[src/rtl/ps2_scancode_decoder_pkg.sv]
// Shared constants for the PS/2 Set-2 scan-code decoder: prefix bytes,
// the codes that are discarded without an event, shift codes and FSM states.
package ps2_pkg;

  localparam logic [7:0] PFX_E0 = 8'hE0;
  localparam logic [7:0] PFX_E1 = 8'hE1;
  localparam logic [7:0] PFX_F0 = 8'hF0;

  localparam logic [7:0] DISC_NUL  = 8'h00;
  localparam logic [7:0] DISC_BAT  = 8'hAA;
  localparam logic [7:0] DISC_ACK  = 8'hFA;
  localparam logic [7:0] DISC_RSND = 8'hFE;
  localparam logic [7:0] DISC_ERR  = 8'hFF;

  localparam logic [7:0] SHIFT_L = 8'h12;
  localparam logic [7:0] SHIFT_R = 8'h59;

  typedef logic [1:0] state_t;
  localparam state_t ST_IDLE   = 2'd0;
  localparam state_t ST_FETCH  = 2'd1;
  localparam state_t ST_LATCH  = 2'd2;
  localparam state_t ST_DECODE = 2'd3;

  function automatic logic is_discard(input logic [7:0] b);
    return (b == DISC_NUL) || (b == DISC_BAT) || (b == DISC_ACK) ||
           (b == DISC_RSND) || (b == DISC_ERR);
  endfunction

endpackage

[src/rtl/ps2_scancode_decoder_if.sv]
// Pop handshake between the PS/2 receive FIFO and the scan-code decoder.
interface ps2_fifo_if;
  logic       ready;
  logic [7:0] data;
  logic       nextdata_n;

  modport master (input ready, input data, output nextdata_n);
  modport slave  (output ready, output data, input nextdata_n);
endinterface

[src/rtl/ps2_scancode_decoder_ascii.sv]
// Combinational Set-2 make code to ASCII table; letters follow shift,
// digits only map unshifted.
module ps2_set2_ascii (
  input  logic [7:0] code,
  input  logic       shift,
  output logic [7:0] ascii
);

  logic [7:0] lower;
  logic [7:0] digit;
  logic [7:0] other;

  always_comb begin
    lower = 8'h00;
    digit = 8'h00;
    other = 8'h00;
    case (code)
      8'h1C: lower = 8'h61;
      8'h32: lower = 8'h62;
      8'h21: lower = 8'h63;
      8'h23: lower = 8'h64;
      8'h24: lower = 8'h65;
      8'h2B: lower = 8'h66;
      8'h34: lower = 8'h67;
      8'h33: lower = 8'h68;
      8'h43: lower = 8'h69;
      8'h3B: lower = 8'h6A;
      8'h42: lower = 8'h6B;
      8'h4B: lower = 8'h6C;
      8'h3A: lower = 8'h6D;
      8'h31: lower = 8'h6E;
      8'h44: lower = 8'h6F;
      8'h4D: lower = 8'h70;
      8'h15: lower = 8'h71;
      8'h2D: lower = 8'h72;
      8'h1B: lower = 8'h73;
      8'h2C: lower = 8'h74;
      8'h3C: lower = 8'h75;
      8'h2A: lower = 8'h76;
      8'h1D: lower = 8'h77;
      8'h22: lower = 8'h78;
      8'h35: lower = 8'h79;
      8'h1A: lower = 8'h7A;
      8'h45: digit = 8'h30;
      8'h16: digit = 8'h31;
      8'h1E: digit = 8'h32;
      8'h26: digit = 8'h33;
      8'h25: digit = 8'h34;
      8'h2E: digit = 8'h35;
      8'h36: digit = 8'h36;
      8'h3D: digit = 8'h37;
      8'h3E: digit = 8'h38;
      8'h46: digit = 8'h39;
      8'h29: other = 8'h20;
      8'h5A: other = 8'h0D;
      8'h66: other = 8'h08;
      default: other = 8'h00;
    endcase

    if (lower != 8'h00)
      ascii = shift ? (lower - 8'h20) : lower;
    else if (digit != 8'h00)
      ascii = shift ? 8'h00 : digit;
    else
      ascii = other;
  end

endmodule

[src/rtl/ps2_scancode_decoder.sv]
// PS/2 Set-2 scan-code decoder: pops bytes from the receive FIFO and turns
// prefix sequences into single-cycle key events with held/shift tracking.
//
//   state     | meaning
//   ----------+------------------------------------------------
//   IDLE      | wait for FIFO non-empty
//   FETCH     | nextdata_n low for one cycle (pop)
//   LATCH     | capture the popped byte
//   DECODE    | classify byte, update flags, maybe emit event
module ps2_scancode_decoder
  import ps2_pkg::*;
#(
  parameter int CNT_W   = 8,
  parameter int SKIP_E1 = 7
) (
  input  logic             clk,
  input  logic             clrn,
  ps2_fifo_if.master       fifo,
  output logic             key_valid,
  output logic [7:0]       key_code,
  output logic             key_ext,
  output logic             key_release,
  output logic             key_repeat,
  output logic [7:0]       ascii,
  output logic             key_held,
  output logic [7:0]       held_code,
  output logic             shift,
  output logic [CNT_W-1:0] press_count
);

  localparam int SKIP_W = (SKIP_E1 < 2) ? 1 : $clog2(SKIP_E1 + 1);

  state_t            state;
  logic [7:0]        byte_q;
  logic [SKIP_W-1:0] skip_cnt;
  logic              ext_f;
  logic              brk_f;
  logic              held_ext;
  logic              shift_l;
  logic              shift_r;
  logic [7:0]        ascii_lu;
  logic              is_shift;
  logic              held_match;

  ps2_set2_ascii u_ascii (
    .code  (byte_q),
    .shift (shift),
    .ascii (ascii_lu)
  );

  assign fifo.nextdata_n = (state != ST_FETCH);
  assign shift           = shift_l | shift_r;
  assign is_shift        = !ext_f && ((byte_q == SHIFT_L) || (byte_q == SHIFT_R));
  assign held_match      = key_held && (held_ext == ext_f) && (held_code == byte_q);

  always_ff @(posedge clk or negedge clrn) begin
    if (!clrn) begin
      state       <= ST_IDLE;
      byte_q      <= 8'h00;
      skip_cnt    <= '0;
      ext_f       <= 1'b0;
      brk_f       <= 1'b0;
      held_ext    <= 1'b0;
      shift_l     <= 1'b0;
      shift_r     <= 1'b0;
      key_valid   <= 1'b0;
      key_code    <= 8'h00;
      key_ext     <= 1'b0;
      key_release <= 1'b0;
      key_repeat  <= 1'b0;
      ascii       <= 8'h00;
      key_held    <= 1'b0;
      held_code   <= 8'h00;
      press_count <= '0;
    end else begin
      key_valid <= 1'b0;
      case (state)
        ST_IDLE: if (fifo.ready) state <= ST_FETCH;
        ST_FETCH: state <= ST_LATCH;
        ST_LATCH: begin
          byte_q <= fifo.data;
          state  <= ST_DECODE;
        end
        ST_DECODE: begin
          state <= ST_IDLE;
          if (skip_cnt != '0) begin
            skip_cnt <= skip_cnt - 1'b1;
          end else if (byte_q == PFX_E1) begin
            skip_cnt <= SKIP_W'(SKIP_E1);
            ext_f    <= 1'b0;
            brk_f    <= 1'b0;
          end else if (byte_q == PFX_E0) begin
            ext_f <= 1'b1;
          end else if (byte_q == PFX_F0) begin
            brk_f <= 1'b1;
          end else if (!is_discard(byte_q)) begin
            key_valid   <= 1'b1;
            key_code    <= byte_q;
            key_ext     <= ext_f;
            key_release <= brk_f;
            key_repeat  <= 1'b0;
            ascii       <= (ext_f || brk_f) ? 8'h00 : ascii_lu;
            ext_f       <= 1'b0;
            brk_f       <= 1'b0;
            if (is_shift) begin
              if (byte_q == SHIFT_L) shift_l <= !brk_f;
              else                   shift_r <= !brk_f;
            end else if (brk_f) begin
              if (held_match) key_held <= 1'b0;
            end else if (held_match) begin
              key_repeat <= 1'b1;
            end else begin
              key_held    <= 1'b1;
              held_code   <= byte_q;
              held_ext    <= ext_f;
              press_count <= press_count + CNT_W'(1);
            end
          end
        end
        default: state <= ST_IDLE;
      endcase
    end
  end

endmodule

[src/flat_wrapper.sv]
// flat-port wrapper written by rule: the top's interface ports become plain ports
module ps2_scancode_decoder_flat import ps2_pkg::*;
#(
  parameter int CNT_W   = 8,
  parameter int SKIP_E1 = 7
)
  (clk, clrn, key_valid, key_code, key_ext, key_release, key_repeat, ascii, key_held, held_code, shift, press_count, fifo_ready, fifo_data, fifo_nextdata_n);
  ps2_fifo_if fifo_i ();
  input  logic clk;
  input  logic clrn;
  output logic key_valid;
  output logic [7:0] key_code;
  output logic key_ext;
  output logic key_release;
  output logic key_repeat;
  output logic [7:0] ascii;
  output logic key_held;
  output logic [7:0] held_code;
  output logic shift;
  output logic [CNT_W-1:0] press_count;
  input wire logic [$bits(fifo_i.ready)-1:0] fifo_ready;
  input wire logic [$bits(fifo_i.data)-1:0] fifo_data;
  output wire logic [$bits(fifo_i.nextdata_n)-1:0] fifo_nextdata_n;
  assign fifo_i.ready = fifo_ready;
  assign fifo_i.data = fifo_data;
  assign fifo_nextdata_n = fifo_i.nextdata_n;
  ps2_scancode_decoder #(.CNT_W(CNT_W), .SKIP_E1(SKIP_E1)) u_core (.clk(clk), .clrn(clrn), .fifo(fifo_i), .key_valid(key_valid), .key_code(key_code), .key_ext(key_ext), .key_release(key_release), .key_repeat(key_repeat), .ascii(ascii), .key_held(key_held), .held_code(held_code), .shift(shift), .press_count(press_count));
endmodule
[config.mk]
export PLATFORM = sky130hd
export DESIGN_NAME = ps2_scancode_decoder_flat
export DESIGN_NICKNAME = d
export VERILOG_FILES = /design/src/rtl/ps2_scancode_decoder_pkg.sv /design/src/rtl/ps2_scancode_decoder_if.sv /design/src/rtl/ps2_scancode_decoder_ascii.sv /design/src/rtl/ps2_scancode_decoder.sv /design/src/flat_wrapper.sv
export SDC_FILE = /design/constraint.sdc
export NUM_CORES = 1
export LEC_CHECK = 0
export BUFFER_PORTS_ARGS = -buffer_cell sky130_fd_sc_hd__buf_2
export CAP_MARGIN = 20
export CORE_ASPECT_RATIO = 0.7
export CORE_MARGIN = 10
export CORE_UTILIZATION = 43
export DETAILED_ROUTE_END_ITERATION = 8
export PLACE_DENSITY_LB_ADDON = 0.12
export SYNTH_ARGS = -nofsm -noshare
export SYNTH_HDL_FRONTEND = slang
export SYNTH_HIERARCHICAL = 1
export SYNTH_SLANG_ARGS = --single-unit
export TNS_END_PERCENT = 20
[constraint.sdc]
create_clock -name clk -period 2.8 [get_ports clk]
set_input_delay 0.56 -clock clk [delete_from_list [all_inputs] [get_ports clk]]
set_output_delay 0.56 -clock clk [all_outputs]
set_load 0.02 [all_outputs]
==> results.toml, run 1 <==
[run_status]
status = "finished, final reports clean"

[placement]
dpl.hpwl_mm = 6.94
gp_congestion = 0.889
io_buffers = 49
dp_slack_ns = 0.133

[die]
rows = 28
die_w_um = 131
io_pins = 50
start_util_pct = 43.9
die_h_um = 97.7
dieArea_mm2 = 0.0128
coreArea_mm2 = 0.00844

[worst_hold_path]
hp-class = "in -> async"

[drt]
wl_met3_um = 573
dr.pass1.iters = 4
wl_met2_mm = 3.89
wl_met1_mm = 4.66
drcViolationCount = 0
vias = 2891
wl_per_cell_um = 16.9
drt-total-wl_mm = 9.15
viasPerCell = 5.33
drt_iter0_markers = 239
highest_layer = "met4"
ant_nets = 0

[synthesis]
yosys_warnings = 6
yosys-top-cells-area = "dfrtp_1 (37%), mux2_2 (6.4%), mux2_4 (3.6%)"
async_flop_share_pct = 100
ys_seq_area_share_pct = 37.1
yosysTopAreaCellShare_pct = 37.1
netlist-cell-type-count = 74
yosys_most_used_dff = "dfrtp_1"
synth_area_mm2 = 0.00371
yosysTopAreaCell = "dfrtp_1"
synth_edf_count = 0
synth_seq_cells = 55
syn_inst = 359
avgSynthCellArea_um2 = 10.3
syn_nets = 380

[global_route]
grt_pass1_wl_mm = 15.4
grtUsageTotal_pct = 14.6
grt_max_degree = 32
grt_pass1_vias = 2855
grt_overflow = 0
antenna_found_initial = 0

[pwr]
ir_worst_vdd_v = 0.000659
cellPowerDensity_mw_per_mm2 = 1140
p_leak_uw = 0.00193

[sta]
slew_viol_final = 0
fmaxAchievable_ghz = 0.389
slew-limit-headroom_pct = 52.9
hold_violations = 0
rsz0062_at_grt = "no"
clock_skew_ns = 0.00797
setup_tns_ns = 0
setup_slack_ns = 0.231
layout_worst_path_cycle_share_pct = 91.8
period_needed_ns = 2.57
setup_viol = 0
tightest_slew_ns = 0.700

[cts]
cts_buffers = 5
clockBufferDepth = 2
clk_pin_slew_worst_paths_ns = 0.07
cts_tree = "done"
worstSkewPairLatency_ns = 0.29
ctsHtreeMaxLevel = 2
cts_hold_buf = 0
clock_sinks = 55
clock_tree.root_cell = "clkbuf_16"

[cells_and_area]
fillCellCount = 792
final_cell_mix = "dfrtp_1 (54), buf_2 (49), buf_4 (33), mux2_2 (21), nand2_1 (19)"
diodes = 0
mostFrequentLayoutCell = "dfrtp_1"
drive_gt1_share_pct = 35.5
final_nets = 443
syn_to_final_growth_pct = 17.9

[critical_path]
crit_type = "reg -> reg"
path_max_fanout = 17
arrival_ns = 2.74
required_ns = 2.97
cp-start-kind = "register"
cp-end-kind = "register"

[run]
drv_cap = 0
area by class of cell:
| cell class | instances | area, µm² | share of cell area [%] |
|---|---|---|---|
| sequential | 55 | 1380 | 31.5 |
| inverter | 18 | 67.6 | 1.54 |
| multi-input combinational | 258 | 2110 | 48.3 |
| clock inverter | 1 | 5.00 | 0.114 |
| timing repair buffer | 84 | 524 | 12.0 |
| clock buffer | 6 | 139 | 3.17 |
| tap | 120 | 150 | 3.43 |
synthesized netlist by cell type, types with 7 or more instances:
| cell | count |
|---|---|
| a21oi_1 | 8 |
| buf_2 | 12 |
| buf_4 | 7 |
| dfrtp_1 | 55 |
| ha_1 | 10 |
| inv_1 | 18 |
| mux2_2 | 21 |
| mux2_4 | 9 |
| nand2_1 | 19 |
| nand2b_1 | 7 |
| nand3_1 | 17 |
| nand4_1 | 9 |
| nor2_1 | 17 |
| nor2b_1 | 10 |
| o21ai_0 | 14 |
| o22ai_1 | 7 |
| xnor2_1 | 12 |
| xor2_1 | 9 |
where the power goes:
part / leakage [µW] / total, µW / internal [µW] / switching [µW]
clock network: 0.0000727 / 616 / 350 / 267
registers: 0.000691 / 1480 / 1090 / 383
logic: 0.00117 / 2890 / 1320 / 1570
state kept, by name, summed over array words and instances (netlist names), 2 cells and up:
register,flops
u_core/ascii,8
u_core/byte_q,8
u_core/held_code,8
u_core/key_code,8
u_core/press_count,8
u_core/skip_cnt,3
u_core/state,2
layer usage:
metal	up-vias	GRT usage [%]
li1	1421	-
met3	2	4.36
met2	67	20.2
met5	-	0
met4	0	2.98
met1	1401	21.7
stage by stage:
stage	total power [µW]	hold WS [ns]	instances	utilization (%)	instance area, µm²
global placement	4340	0.460	535	49.9	4210
global route	5380	0.260	542	51.8	4380
finish	4990	0.235	542	51.8	4380
CTS	5010	0.246	542	51.6	4350
detailed placement	4370	0.464	535	49.9	4210
floorplan	3520	0.264	359	-	3710
path summary, 6_finish.rpt:
check / from / endpoint / slack (ns) / depth (start not counted)
setup / recovery: u_core/byte_q[5]$_DFFE_PN0P_ / u_core/ascii[5]$_DFFE_PN0P_ / 0.23 / 11
hold / removal: clrn / u_core/ascii[1]$_DFFE_PN0P_ / 0.24 / 1
setup reg to reg: u_core/byte_q[5]$_DFFE_PN0P_ / u_core/ascii[5]$_DFFE_PN0P_ / 0.23 / 11
hold reg to reg: u_core/press_count[7]$_DFFE_PN0P_ / u_core/press_count[7]$_DFFE_PN0P_ / 0.48 / 1
max in group asynchronous: clrn / u_core/byte_q[5]$_DFFE_PN0P_ / 1.85 / 2
min in group clk: u_core/press_count[7]$_DFFE_PN0P_ / u_core/press_count[7]$_DFFE_PN0P_ / 0.48 / 1
critical path, cell delays in order, from the launching register on:
cell and delay (ns):
dfrtp_2 0.52, buf_4 0.20, nor4b_4 0.50, o211ai_1 0.22
o211a_4 0.21, nand4b_4 0.13, nor2_4 0.04, ha_1 0.27
o21ai_1 0.07, o311ai_1 0.10, nand3_1 0.09, o21ai_0 0.08
cell families after synthesis:
kind of cell	after synthesis	synth area share, %
DFF	55	37.1
buffers and inverters	46	6.61
and+or+nand+nor	130	23.9
xor gates and xnor gates	22	5.40
AOI/OAI and AO/OA	61	12.2
muxes	35	11.4
adders and majority gates	10	3.37
repair_timing:
item                       in CTS  in global routing
setup buffers                   0                  0
setup endpoints to repair       0                  4
resized for setup               0                  4
No activity file was read; power rests on OpenSTA's default activity.
==> run 2, diff against run 1 <==
CORE_UTILIZATION = 30   (was 43)
==> run 2 against run 1 <==
- clock skew is essentially flat
- wire length grew 9.8%
- worst setup slack gained 0.0012 ns
- clock power is essentially flat
- fmax is essentially flat
==> results.toml, run 2 (synthesis gave the netlist of run 1 again) <==
[drt]
dr.pass1.iters = 6
wl_per_cell_um = 17.3
vias = 2954
drcViolationCount = 0
drt_iter0_markers = 170
viasPerCell = 5.09
ant_nets = 0
drt-total-wl_mm = 10.0

[die]
start_util_pct = 31.2
dieArea_mm2 = 0.0173
die_w_um = 153
io_pins = 50
die_h_um = 113
coreArea_mm2 = 0.0119
rows = 33

[cts]
worstSkewPairLatency_ns = 0.29
cts_resized = 0
ctsHtreeMaxLevel = 2
clk_pin_slew_worst_paths_ns = 0.07
clockBufferDepth = 2
cts_hold_buf = 0
cts_tree = "done"
cts_buffers = 5
clock_sinks = 55
clock_tree.root_cell = "clkbuf_16"
cts_setup_buffers = 0

[sta]
period_needed_ns = 2.57
hold_violations = 0
setup_viol = 0
slew-limit-headroom_pct = 49.4
clock_skew_ns = 0.00806
fmaxAchievable_ghz = 0.389
fin_hold_ws_ns = 0.396
slew_viol_final = 0
setup_tns_ns = 0
rsz0062_at_grt = "no"
tightest_slew_ns = 0.760
layout_worst_path_cycle_share_pct = 91.7

[pwr]
p_leak_uw = 0.00193
seq_power_share_pct = 28.5
p_int_uw = 2740
switching_share_pct = 45.4
switchingPower_uw = 2270
power_frac_comb_pct = 59.2
cellPowerDensity_mw_per_mm2 = 1140
ir_worst_vdd_v = 0.000508
clockPowerShare_pct = 12.3

[critical_path]
r2r_slack_ns = 0.23
crit_end = "u_core/press_count[7]$_DFFE_PN0P_"
path_max_fanout = 31
r2r_start = "u_core/byte_q[4]$_DFFE_PN0P_"
crit_path_frequent_cell = "buf_4"
reg2reg_to = "u_core/press_count[7]$_DFFE_PN0P_"
arrival_ns = 2.79
required_ns = 3.02
reg2regPathDepth = 8
cp-start-kind = "register"
crit_path_cell_trace = "buf_4 -> xor2_1 -> o41ai_2 -> buf_4 -> nor3_4 -> buf_4 -> nor4b_1 -> xor2_1"
cpPeakStageDelay_ns = 0.67
cp-end-kind = "register"
crit_type = "reg -> reg"
cp_slowest_cell = "dfrtp_1"
critPathLaunch = "u_core/byte_q[4]$_DFFE_PN0P_"

[placement]
dpl_cell_area_mm2 = 0.00427
gp_congestion = 0.900
io_buffers = 49
dpl.hpwl_mm = 7.49

[global_route]
grt_overflow = 0
grt_pass1_vias = 2980
grt_max_degree = 56
antenna_found_initial = 0
grt_pass1_wl_mm = 16.7
grtUsageTotal_pct = 11.6

[cells_and_area]
drive_gt1_share_pct = 35.0
diodes = 0
final_nets = 443
final_cell_mix = "dfrtp_1 (55), buf_2 (49), buf_4 (33), mux2_2 (21), nand2_1 (19)"
mostFrequentLayoutCell = "dfrtp_1"
fillCellCount = 1221
regArea_mm2 = 0.00138
postLayoutCellArea_mm2 = 0.00441
syn_to_final_growth_pct = 18.9
multi_input_area_mm2 = 0.00210

[worst_hold_path]
hp-class = "in -> async"

[run_status]
status = "finished, final reports clean"

[run]
drv_cap = 0
run 2: cell count changes in the layout (fill, tap and decap cells not counted):
cell	change
a2111oi_0	-1
a2111oi_1	+1
a311oi_2	+1
a311oi_4	-1
buf_12	+1
buf_6	-1
clkbuf_1	+1
clkbuf_8	-1
clkinvlp_4	+1
dfrtp_1	+1
dfrtp_2	-1
nor4b_1	+1
nor4b_2	-1
run 2: worst min-delay path by stage:
stage                                 startpoint                                end  slack, ns  depth (start not counted)
6_report                                    clrn        u_core/ascii[0]$_DFFE_PN0P_       0.40                          2
3_3_place_gp   u_core/press_count[7]$_DFFE_PN0P_  u_core/press_count[7]$_DFFE_PN0P_       0.45                          1
5_1_grt                                     clrn        u_core/ascii[0]$_DFFE_PN0P_       0.47                          2
4_1_cts                                     clrn        u_core/ascii[0]$_DFFE_PN0P_       0.45                          2
3_5_place_dp   u_core/press_count[7]$_DFFE_PN0P_  u_core/press_count[7]$_DFFE_PN0P_       0.46                          1
2_1_floorplan                               clrn        u_core/ascii[0]$_DFFE_PN0P_       0.26                          0
run 2: metrics by stage:
| stage | cells | utilization (%) | worst slack, ns | total power [µW] |
|---|---|---|---|---|
| 6_report | 580 | 37.1 | 0.232 | 5010 |
| 5_1_grt | 580 | 37.1 | 0.00932 | 5430 |
| 4_1_cts | 580 | 37.1 | 0.204 | 5070 |
| 3_5_place_dp | 572 | 35.9 | 0.233 | 4420 |
| 3_3_place_gp | 572 | 35.9 | 0.211 | 4420 |
| 2_1_floorplan | 359 | - | 0.575 | 3520 |
run 2: final cells by class:
class,count,area share (%)
Timing Repair Buffer,84,12.1
Sequential cell,55,31.2
Clock inverter,2,0.284
Clock buffer,6,2.92
Inverter,18,1.53
Tap cell,157,4.45
Multi-Input combinational cell,258,47.5
run 2: layer usage:
metal	vias to the layer above	track usage (%)	part of all wire, %
met5	-	0	0
met1	1449	17.9	55
met3	9	3.10	5.4
li1	1423	-	-
met2	73	15.4	39
met4	0	1.90	0.63
run 2: critical path, delay by kind of cell (launching register included):
family	cells	cell delay [ns]
simple gates	2	0.61
compound gates	1	0.10
xor+xnor	2	0.35
buf+inv	3	0.75
flops	1	0.67
run 2: power by group through the flow:
stage	combinational, µW	clock, µW	sequential (µW)
6_report	2970	618	1430
5_1_grt	3250	688	1490
4_1_cts	2980	654	1440
3_5_place_dp	2970	0	1450
3_3_place_gp	2980	0	1440
2_1_floorplan	1950	0	1560
==> run 3, diff against run 2 <==
GPL_TIMING_DRIVEN = 0   (was default)
==> run 3 against run 2 <==
- global-route usage decreased by 0.46 points
- via count decreased by 2.4%
- highest routed layer unchanged
- clock skew decreased by 0.0052 ns
==> results.toml, run 3 (synthesis gave the netlist of run 1 again) <==
[placement]
io_buffers = 49
dpl.hpwl_mm = 7.34
dpl_cell_area_mm2 = 0.00417
dp.cells = 566
gp_congestion = 0.923

[sta]
period_needed_ns = 2.61
rsz0062_at_grt = "no"
setup_viol = 0
layout_worst_path_cycle_share_pct = 93.2
fmaxAchievable_ghz = 0.383
setup_tns_ns = 0
hold_violations = 0
slew_viol_final = 0
slew-limit-headroom_pct = 50.6
clock_skew_ns = 0.00290
tightest_slew_ns = 0.742

[critical_path]
arrival_ns = 2.77
cp-start-kind = "register"
path_max_fanout = 10
cp-end-kind = "register"
cp_slowest_cell = "nor4b_4"
required_ns = 2.97
reg2regPathDepth = 11
crit_path_cell_trace = "buf_4 -> nor4b_4 -> and4_1 -> a31oi_1 -> nand4b_4 -> nor2_4 -> ha_1 -> o21ai_1 -> o311ai_1 -> nand3_1 -> o21ai_0"
crit_type = "reg -> reg"
cpPeakStageDelay_ns = 0.57

[global_route]
grt_pass1_vias = 2871
grtUsageTotal_pct = 11.1
grt_pass1_wl_mm = 16.0
antenna_found_initial = 0
grt_max_degree = 33
grt_overflow = 0

[cells_and_area]
diodes = 0
layout.cells.non_filler = 574
postLayoutCellArea_mm2 = 0.00432
final_nets = 437
drive_gt1_share_pct = 33.1
syn_to_final_growth_pct = 16.5
mostFrequentLayoutCell = "buf_2"
final_cell_mix = "buf_2 (61), dfrtp_1 (55), mux2_2 (21), nand2_1 (19), inv_1 (18)"

[drt]
drcViolationCount = 0
wl_met2_mm = 3.66
wl_per_cell_um = 16.7
wl_met1_mm = 5.22
drt-total-wl_mm = 9.61
drt_iter0_markers = 152
viasPerCell = 5.02
ant_nets = 0
vias = 2882
wl_met3_um = 675
dr.pass1.iters = 4
highest_layer = "met4"

[cts]
clock_sinks = 55
cts_buffers = 5
worstSkewPairLatency_ns = 0.29
cts_resized = 0
cts_setup_buffers = 0
clock_tree.root_cell = "clkbuf_16"
clockBufferDepth = 2
clk_pin_slew_worst_paths_ns = 0.07
cts_tree = "done"
ctsHtreeMaxLevel = 2
cts_hold_buf = 0

[run_status]
status = "finished, final reports clean"

[die]
die_h_um = 113
start_util_pct = 31.2
die_w_um = 153
dieArea_mm2 = 0.0173
rows = 33
coreArea_mm2 = 0.0119
io_pins = 50

[run]
drv_cap = 0

[pwr]
ir_worst_vdd_v = 0.000409
fin_total_pwr_uw = 4860
p_leak_uw = 0.00188
cellPowerDensity_mw_per_mm2 = 1130

[worst_hold_path]
hp-class = "in -> async"
[run 3: cell type report]
class	count	area, µm²
multi-input cells	258	2100
plain buffers	28	178
clock inverters	1	5.00
fillers	1228	7570
well taps	157	196
inverters	18	67.6
clock buffers	7	133
flip-flops and latches	55	1380
repair buffers	50	265
[run 3: power breakdown]
group          switching, µW  internal, µW  total (µW)
registers                266          1090        1360
clock network            278           332         610
logic                   1680          1220        2890
[run 3: path summary, 6_finish.rpt]
kind | from | slack [ns] | endpoint
setup reg to reg | u_core/byte_q[5]$_DFFE_PN0P_ | 0.19 | u_core/ascii[5]$_DFFE_PN0P_
hold / removal | clrn | 0.33 | u_core/ascii[4]$_DFFE_PN0P_
hold reg to reg | u_core/press_count[7]$_DFFE_PN0P_ | 0.48 | u_core/press_count[7]$_DFFE_PN0P_
max in group asynchronous | clrn | 1.88 | u_core/skip_cnt[0]$_DFFE_PN0P_
min in group clk | u_core/press_count[7]$_DFFE_PN0P_ | 0.48 | u_core/press_count[7]$_DFFE_PN0P_
setup / recovery | u_core/byte_q[5]$_DFFE_PN0P_ | 0.19 | u_core/ascii[5]$_DFFE_PN0P_
[run 3: per-stage QoR]
step	utilization, %	hold slack [ns]	setup slack (ns)
finish	36.3	0.327	0.191
global route	36.3	0.399	0.00444
CTS	36.2	0.355	0.0866
detailed placement	35.1	0.466	0.114
global placement	34.9	0.464	0.0657
floorplan	-	0.264	0.575
[run 3: metal layers]
metal,track usage [%],vias to the layer above
met5,0,-
met4,2.15,0
met3,3.71,8
met2,14.6,88
met1,16.8,1384
li1,-,1402
[run 3: worst max-delay path: cells and delay by family (launching register included)]
family	cells	cell delay, ns
simple gates	5	1.21
flops	1	0.44
compound gates	4	0.35
fa+ha+maj	1	0.27
buf+inv	1	0.20
